## src/rtl/imem_pkg.sv

```systemverilog
// imem_pkg: shared constants and helpers for the byte-addressed instruction memory
package imem_pkg;
    localparam logic [31:0] NOP_INSTR = 32'h0000_0000;
    localparam int INSTR_BYTES = 4;

    function automatic int clog2_depth(input int d);
        int r;
        r = 0;
        for (int i = 0; i < 31; i++)
            if ((1 << i) < d) r = i + 1;
        return r;
    endfunction
endpackage

```

## src/rtl/imem_byte_ram.sv

```systemverilog
// imem_byte_ram: byte-write array with a 4-byte big-endian combinational word read
module imem_byte_ram
    import imem_pkg::*;
#(
    parameter int DEPTH_BYTES = 128,
    localparam int A = clog2_depth(DEPTH_BYTES)
) (
    input  logic         clk,
    input  logic         we,
    input  logic [A-1:0] waddr,
    input  logic [7:0]   wdata,
    input  logic [A-1:0] raddr,
    output logic [31:0]  rdata
);
    logic [7:0] mem [DEPTH_BYTES];

    always_ff @(posedge clk)
        if (we) mem[waddr] <= wdata;

    // lowest address lands in the most significant byte
    for (genvar i = 0; i < INSTR_BYTES; i++) begin : g_rd
        assign rdata[31-8*i -: 8] = mem[raddr + A'(i)];
    end
endmodule

```

## src/rtl/instr_fetch_mem.sv

```systemverilog
// instr_fetch_mem: registered instruction fetch with stall/flush handshake, error flags and a byte load port
module instr_fetch_mem
    import imem_pkg::*;
#(
    parameter int DEPTH_BYTES = 128,
    parameter int PC_W = 32
) (
    input  logic            clk,
    input  logic            reset,
    input  logic            fetch_req,
    input  logic [PC_W-1:0] fetch_pc,
    output logic            fetch_ready,
    input  logic            stall,
    input  logic            flush,
    output logic            instr_valid,
    output logic [31:0]     instr_code,
    output logic [PC_W-1:0] instr_pc,
    output logic            misalign_err,
    output logic            range_err,
    input  logic            load_we,
    input  logic [PC_W-1:0] load_addr,
    input  logic [7:0]      load_data
);
    localparam int A = clog2_depth(DEPTH_BYTES);

    logic [31:0] rd_word;
    logic        mis, rng, accept, hold;

    assign mis = fetch_pc[1:0] != 2'b00;
    assign rng = fetch_pc > PC_W'(DEPTH_BYTES - INSTR_BYTES);
    assign hold = instr_valid && stall;
    assign fetch_ready = !load_we && !hold;
    assign accept = fetch_req && fetch_ready && !flush;

    imem_byte_ram #(.DEPTH_BYTES(DEPTH_BYTES)) u_ram (
        .clk   (clk),
        .we    (load_we && load_addr < PC_W'(DEPTH_BYTES)),
        .waddr (load_addr[A-1:0]),
        .wdata (load_data),
        .raddr (fetch_pc[A-1:0]),
        .rdata (rd_word)
    );

    always_ff @(posedge clk or negedge reset) begin
        if (!reset) begin
            instr_valid  <= 1'b0;
            instr_code   <= '0;
            instr_pc     <= '0;
            misalign_err <= 1'b0;
            range_err    <= 1'b0;
        end else if (flush) begin
            instr_valid  <= 1'b0;
            misalign_err <= 1'b0;
            range_err    <= 1'b0;
        end else if (!hold) begin
            if (accept) begin
                instr_valid  <= 1'b1;
                instr_pc     <= fetch_pc;
                instr_code   <= (mis || rng) ? NOP_INSTR : rd_word;
                misalign_err <= mis;
                range_err    <= rng;
            end else begin
                instr_valid  <= 1'b0;
            end
        end
    end
endmodule

```

## config.mk

```make
export PLATFORM = sky130hd
export DESIGN_NAME = instr_fetch_mem
export DESIGN_NICKNAME = d
export VERILOG_FILES = /design/src/rtl/imem_pkg.sv /design/src/rtl/imem_byte_ram.sv /design/src/rtl/instr_fetch_mem.sv
export SDC_FILE = /design/constraint.sdc
export NUM_CORES = 2
export LEC_CHECK = 0
export ABC_CLOCK_PERIOD_IN_PS = 7200
export CORE_MARGIN = 3
export CORE_UTILIZATION = 40
export DETAILED_ROUTE_END_ITERATION = 8
export HOLD_SLACK_MARGIN = 0.08
export PLACE_DENSITY = 0.65
export SLEW_MARGIN = 20
export SYNTH_ARGS = -nofsm -noshare
export SYNTH_HDL_FRONTEND = slang
export SYNTH_SLANG_ARGS = --single-unit
```

## constraint.sdc

```tcl
create_clock -name clk -period 7.2 [get_ports clk]
set_input_delay 2.16 -clock clk [delete_from_list [all_inputs] [get_ports clk]]
set_output_delay 2.16 -clock clk [all_outputs]
set_load 0.05 [all_outputs]
```

-- After elaboration in Yosys (flattened, before gate mapping)
Memory sizes are Yosys's and may differ from the RTL's.
Index checks and enable logic that the tools add are counted.
- RAM bits: 1024
- memories: 1
- output and inout bits: 68
- bits in registers: 67
- input port bits: 78
- word-level logic and storage cells: 39
- memories (memory ; depth ; bits a word ; rd ports ; clocked after Yosys merged registers in ; wr ports ; RTL line ; source):
    u_ram.mem ; 128 ; 8 ; 4 ; 0 ; 1 ; imem_byte_ram.sv:15 ; logic [7:0] mem [DEPTH_BYTES];
- equal/unequal tests: 1
- order comparisons: 2
- mux-type cells: 12
- $add $sub $neg: 3
- bitwise operators: 2
- reduce and logical (&&, ||, !) cells: 13
- operator list (kind ; count):
    $gt A32 B7 Y1 const B ; 1
    $lt A32 B8 Y1 const B ; 1
    $mux W32 ; 1
    $add A7 B2 Y7 const B ; 2
    $mux W1 ; 11
    $add A7 B1 Y7 const B ; 1
    $logic_and A1 B1 Y1 ; 5
    $reduce_bool A2 Y1 ; 2
    $logic_not A1 Y1 ; 3
    $reduce_and A3 Y1 ; 1
    $ne A2 B2 Y1 const B ; 1
    $not A1 Y1 ; 2
    $reduce_and A2 Y1 ; 1
    $logic_or A1 B1 Y1 ; 1

-- Logic depth before layout (Yosys ltp)
- depth in word-level cells: 8
- gate-level depth with buffers: 19
- gate-level depth less buffers: 9

-- Cells and area by module
From an unflattened synthesis, not the netlist that was laid out.
- cell total of the unflattened synthesis: 4602
- area total of the unflattened synthesis: 67825.0 µm²
- by module, submodules not included (module ; sequential area each (µm²) ; area each (µm²) ; cells an instance ; instances):
    imem_byte_ram ; 30749.5 ; 65007.3 ; 4390 ; 1
    instr_fetch_mem ; 1676.6 ; 2817.7 ; 212 ; 1

-- Least setup slack after synthesis
OpenSTA, ideal clock, no wires.
- path kind: input port to flip-flop
- start: input fetch_pc[0]
- end: register instr_code[4]
- stages: 16
- buffers on the path: 8
- library setup time: 0.120 ns
- arrival: 5.822 ns
- required time: 7.080 ns
- slack: 1.258 ns
- cell sequence: buf_4 > clkinv_2 > buf_4 > buf_4 > buf_4 > buf_2 > buf_2 > ha_1 > buf_4 > inv_2 > buf_2 > mux4_2 > mux4_2 > o32ai_1 > o21ai_0 > a31o_2
- cells in the longest elaborated chain, start to end: 3
- elaborated cells between the ends (all ways): 6
- classes of those cells: add/sub: 1; order compare: 1; mux: 1; reduce/logical: 2; memory: 1
- ends and longest elaborated chain (item ; RTL line ; source):
    start, declared ; instr_fetch_mem.sv:11 ; input logic [PC_W-1:0] fetch_pc,
    $add A7 B2 Y7 (tied with other cells) ; imem_byte_ram.sv:22 ; assign rdata[31-8*i -: 8] = mem[raddr + A'(i)];
    $mem_v2 Z128 W8 / $logic_or A1 B1 Y1 (equally long branches) ; - ;
    $mux W32 (*) ; instr_fetch_mem.sv:59 ; instr_code <= (mis || rng) ? NOP_INSTR : rd_word;
    end signal, assigned ; instr_fetch_mem.sv:59 ;
    end, declared ; instr_fetch_mem.sv:16 ; output logic [31:0] instr_code,
Mark *: on every way between the ends. The rest lies on a longest branch, timed or not.
A chain may end at the register's enable or synchronous reset.

-- Worst setup path in the final report
- start: input fetch_pc[5]
- end: register instr_code[17]
- cells in the longest elaborated chain, start to end: 3
- elaborated cells between the ends (all ways): 5
- classes of those cells: add/sub: 1; order compare: 1; mux: 1; reduce/logical: 1; memory: 1
- ends and longest elaborated chain (item ; RTL line):
    $add A7 B1 Y7 / $gt A32 B7 Y1 (equally long branches) ; imem_byte_ram.sv:22, instr_fetch_mem.sv:30
    $mem_v2 Z128 W8 / $logic_or A1 B1 Y1 (equally long branches) ; -
    $mux W32 (*) ; instr_fetch_mem.sv:59
Marked as above.

==> impl_metrics.tcl <==
set metrics [dict create \
    syn_area_um2 67600 \
    initial_utilization 0.404 \
    powerDensity_nw_per_um2 213 \
    post_cts.repair.setup_buffers 0 \
    synth_common_cells "mux4_2, edfxtp_1, nand2_1, nor2_1, mux2i_1" \
    nets 4275 \
    drive_gt1_frac 0.381 \
    worst_pin_slew_ns 1.32 \
    synth.net_count 4150 \
    cp_slowest_cell "nor2_1" \
    grt_pass1_wl_um 368000 \
    placed_cells_incl_taps 6276 \
    cts_hold_buf 0 \
    core_area_um2 168000 \
    finalHoldViolCount 0 \
    seq_area_frac_synth 0.479 \
    crit_path_end_kind "flip-flop" \
    cts_sinks 1091 \
    numCtsBuffers 117 \
    drc 0 \
    wire_per_inst_um 40.6 \
    power_leakage_nw 24.3 \
    period_share 0.831 \
    async_flop_share 0.0614 \
    cts_max_level 3 \
    yosys_register_bits 1091 \
    path_max_fanout 21 \
    status "completed" \
    synth_cell_types 69 \
    die_h_um 417 \
    gp_congestion 1.02 \
    drt-pass1-iter-count 7 \
    dieArea_um2 174000 \
    crit_path_max_incr_delay_ns 1.06 \
    antenna_found_initial 32 \
    post_cts_resized 0 \
    avgSynthCellArea_um2 16.6 \
    fin_worst_skew_ns 0.0368 \
    synth-warning-count 0 \
    startpoint_type "input pin" \
    fmax_mhz 167 \
    grt_pass1_vias 45500 \
    worstPathCellList "buf_2 -> and2_1 -> nand4_1 -> xor2_1 -> nand2_1 -> nor2_1 -> o21ai_0 -> o311ai_1" \
    root_buffer "clkbuf_16" \
    synth_ff_type "edfxtp_1" \
    slew_headroom 0.113 \
    avgViaCountPerCell 7.48 \
    yosys-top-cells-area "edfxtp_1, mux4_2, nand2_1" \
    ant_nets 0 \
    drt-initial-drc-count 9323 \
    clockBufferDepth 3 \
    setup-tns-final_ns 0 \
    place_hpwl_um 178000 \
    die_w_um 417 \
    cts_tree "done" \
    grt.total_usage 0.300 \
    grt_max_degree 121 \
    maxCapViolCount 0 \
    syn_inst 4067 \
    synth_top_area_frac 0.455 \
    synthToLayoutAreaGrowth_pct 12.8 \
    via_count 48700 \
    clk_pin_slew_worst_paths_ns 0.06 \
    drv_slew 0 \
    synth_most_common_cell "mux4_2" \
    rsz0062_at_grt "false" \
    setup_viol_count_final 0 \
    grt-ovfl-total 0 \
    ios 146 \
    placementRows 150 \
    min_path_type "reg2reg" \
    finalCriticalPeriod_ns 5.99 \
    crit_type "in2reg" \
    irDropWorstVdd_mv 0.192 \
    crit_arrival_ns 6.66 \
    finalWirelength_um 264000 \
    final_cells 6507 \
    clk_latency_ns 0.77 \
    synth_area_leader_cell "edfxtp_1" \
    io_buffers 145 \
    synth_edf_count 1024 \
    critPathRequiredTime_ns 7.88 \
]
## critical path: cells and delay by family
kind,cells,cell delay [ns]
and+or+nand+nor,4,2.43
AOI/OAI and AO/OA,2,0.89
xor gates and xnor gates,1,0.60
buffers and inverters,1,0.53
## flip-flops by register name (all words and copies together) (netlist names)
| register | cells |
|---|---|
| instr_pc | 32 |
| instr_code | 32 |
| instr_valid | 1 |
| range_err | 1 |
| misalign_err | 1 |
| u_ram.mem | 1024 |
## routing by layer
| layer | GRT usage | vias up | part of all wire |
|---|---|---|---|
| li1 | - | 17700 | - |
| met1 | 0.380 | 25000 | 0.33 |
| met2 | 0.425 | 4999 | 0.43 |
| met3 | 0.120 | 908 | 0.16 |
| met4 | 0.196 | 30 | 0.080 |
| met5 | 0.00556 | - | 0.0012 |
## final cells by class
type | count | area [µm²]
Tap cell | 2204 | 2760
Sequential cell | 1091 | 32400
Fill cell | 14200 | 91300
Inverter | 17 | 82.6
Clock inverter | 73 | 726
Timing Repair Buffer | 390 | 3650
Multi-Input combinational cell | 2575 | 33500
Clock buffer | 143 | 3090
Antenna cell | 14 | 35.0
## stage by stage
step	instance area [µm²]	util	hold WS (ns)	power, mW	setup slack (ns)
detailed placement	72400	0.432	0.472	10.1	0.699
finish	76300	0.455	0.481	16.2	1.21
CTS	76200	0.455	0.486	16.2	1.41
floorplan	67600	-	0.756	8.92	1.26
global placement	72300	0.432	0.460	10.1	0.381
global route	76300	0.455	0.515	16.6	1.36
## power breakdown
group	internal (mW)	switching [mW]
logic	1.17	1.91
registers	6.97	0.0224
clock network	3.47	2.70
total	11.6	4.63
## cell families after synthesis
kind of cell             after synthesis  synth area share
flip-flops                          1091             0.479
buffers and inverters                401            0.0295
AO/OA/AOI/OAI                        336            0.0360
multiplexers                        1310             0.394
XOR/XNOR                              21           0.00294
AND/OR/NAND/NOR                      903            0.0566
adder cells (fa/ha/maj)                5          0.000925
## final timing paths
| path | from | to | slack (ns) | cells after the start |
|---|---|---|---|---|
| setup / recovery | fetch_pc[5] | instr_code[17] | 1.21 | 8 |
| hold / removal | instr_pc[1] | instr_pc[1] | 0.48 | 2 |
| setup reg to reg | instr_valid | instr_code[17] | 2.86 | 7 |
| hold reg to reg | instr_pc[1] | instr_pc[1] | 0.48 | 2 |
| max in group asynchronous | reset | instr_code[5] | 4.81 | 2 |
| min in group asynchronous | reset | instr_pc[31] | 1.30 | 1 |
## cells in the final DEF (no fill, tap or decap), drive strengths merged, types with 67 or more instances in the layout
cell,count
nor2,191
buf,259
nand2,471
mux2i,162
mux2,71
edfxtp,1024
nand3,126
clkdlybuf4s50,130
clkbuf,144
mux4,1077
dfrtp,67
(Power assumes the default switching activity.)
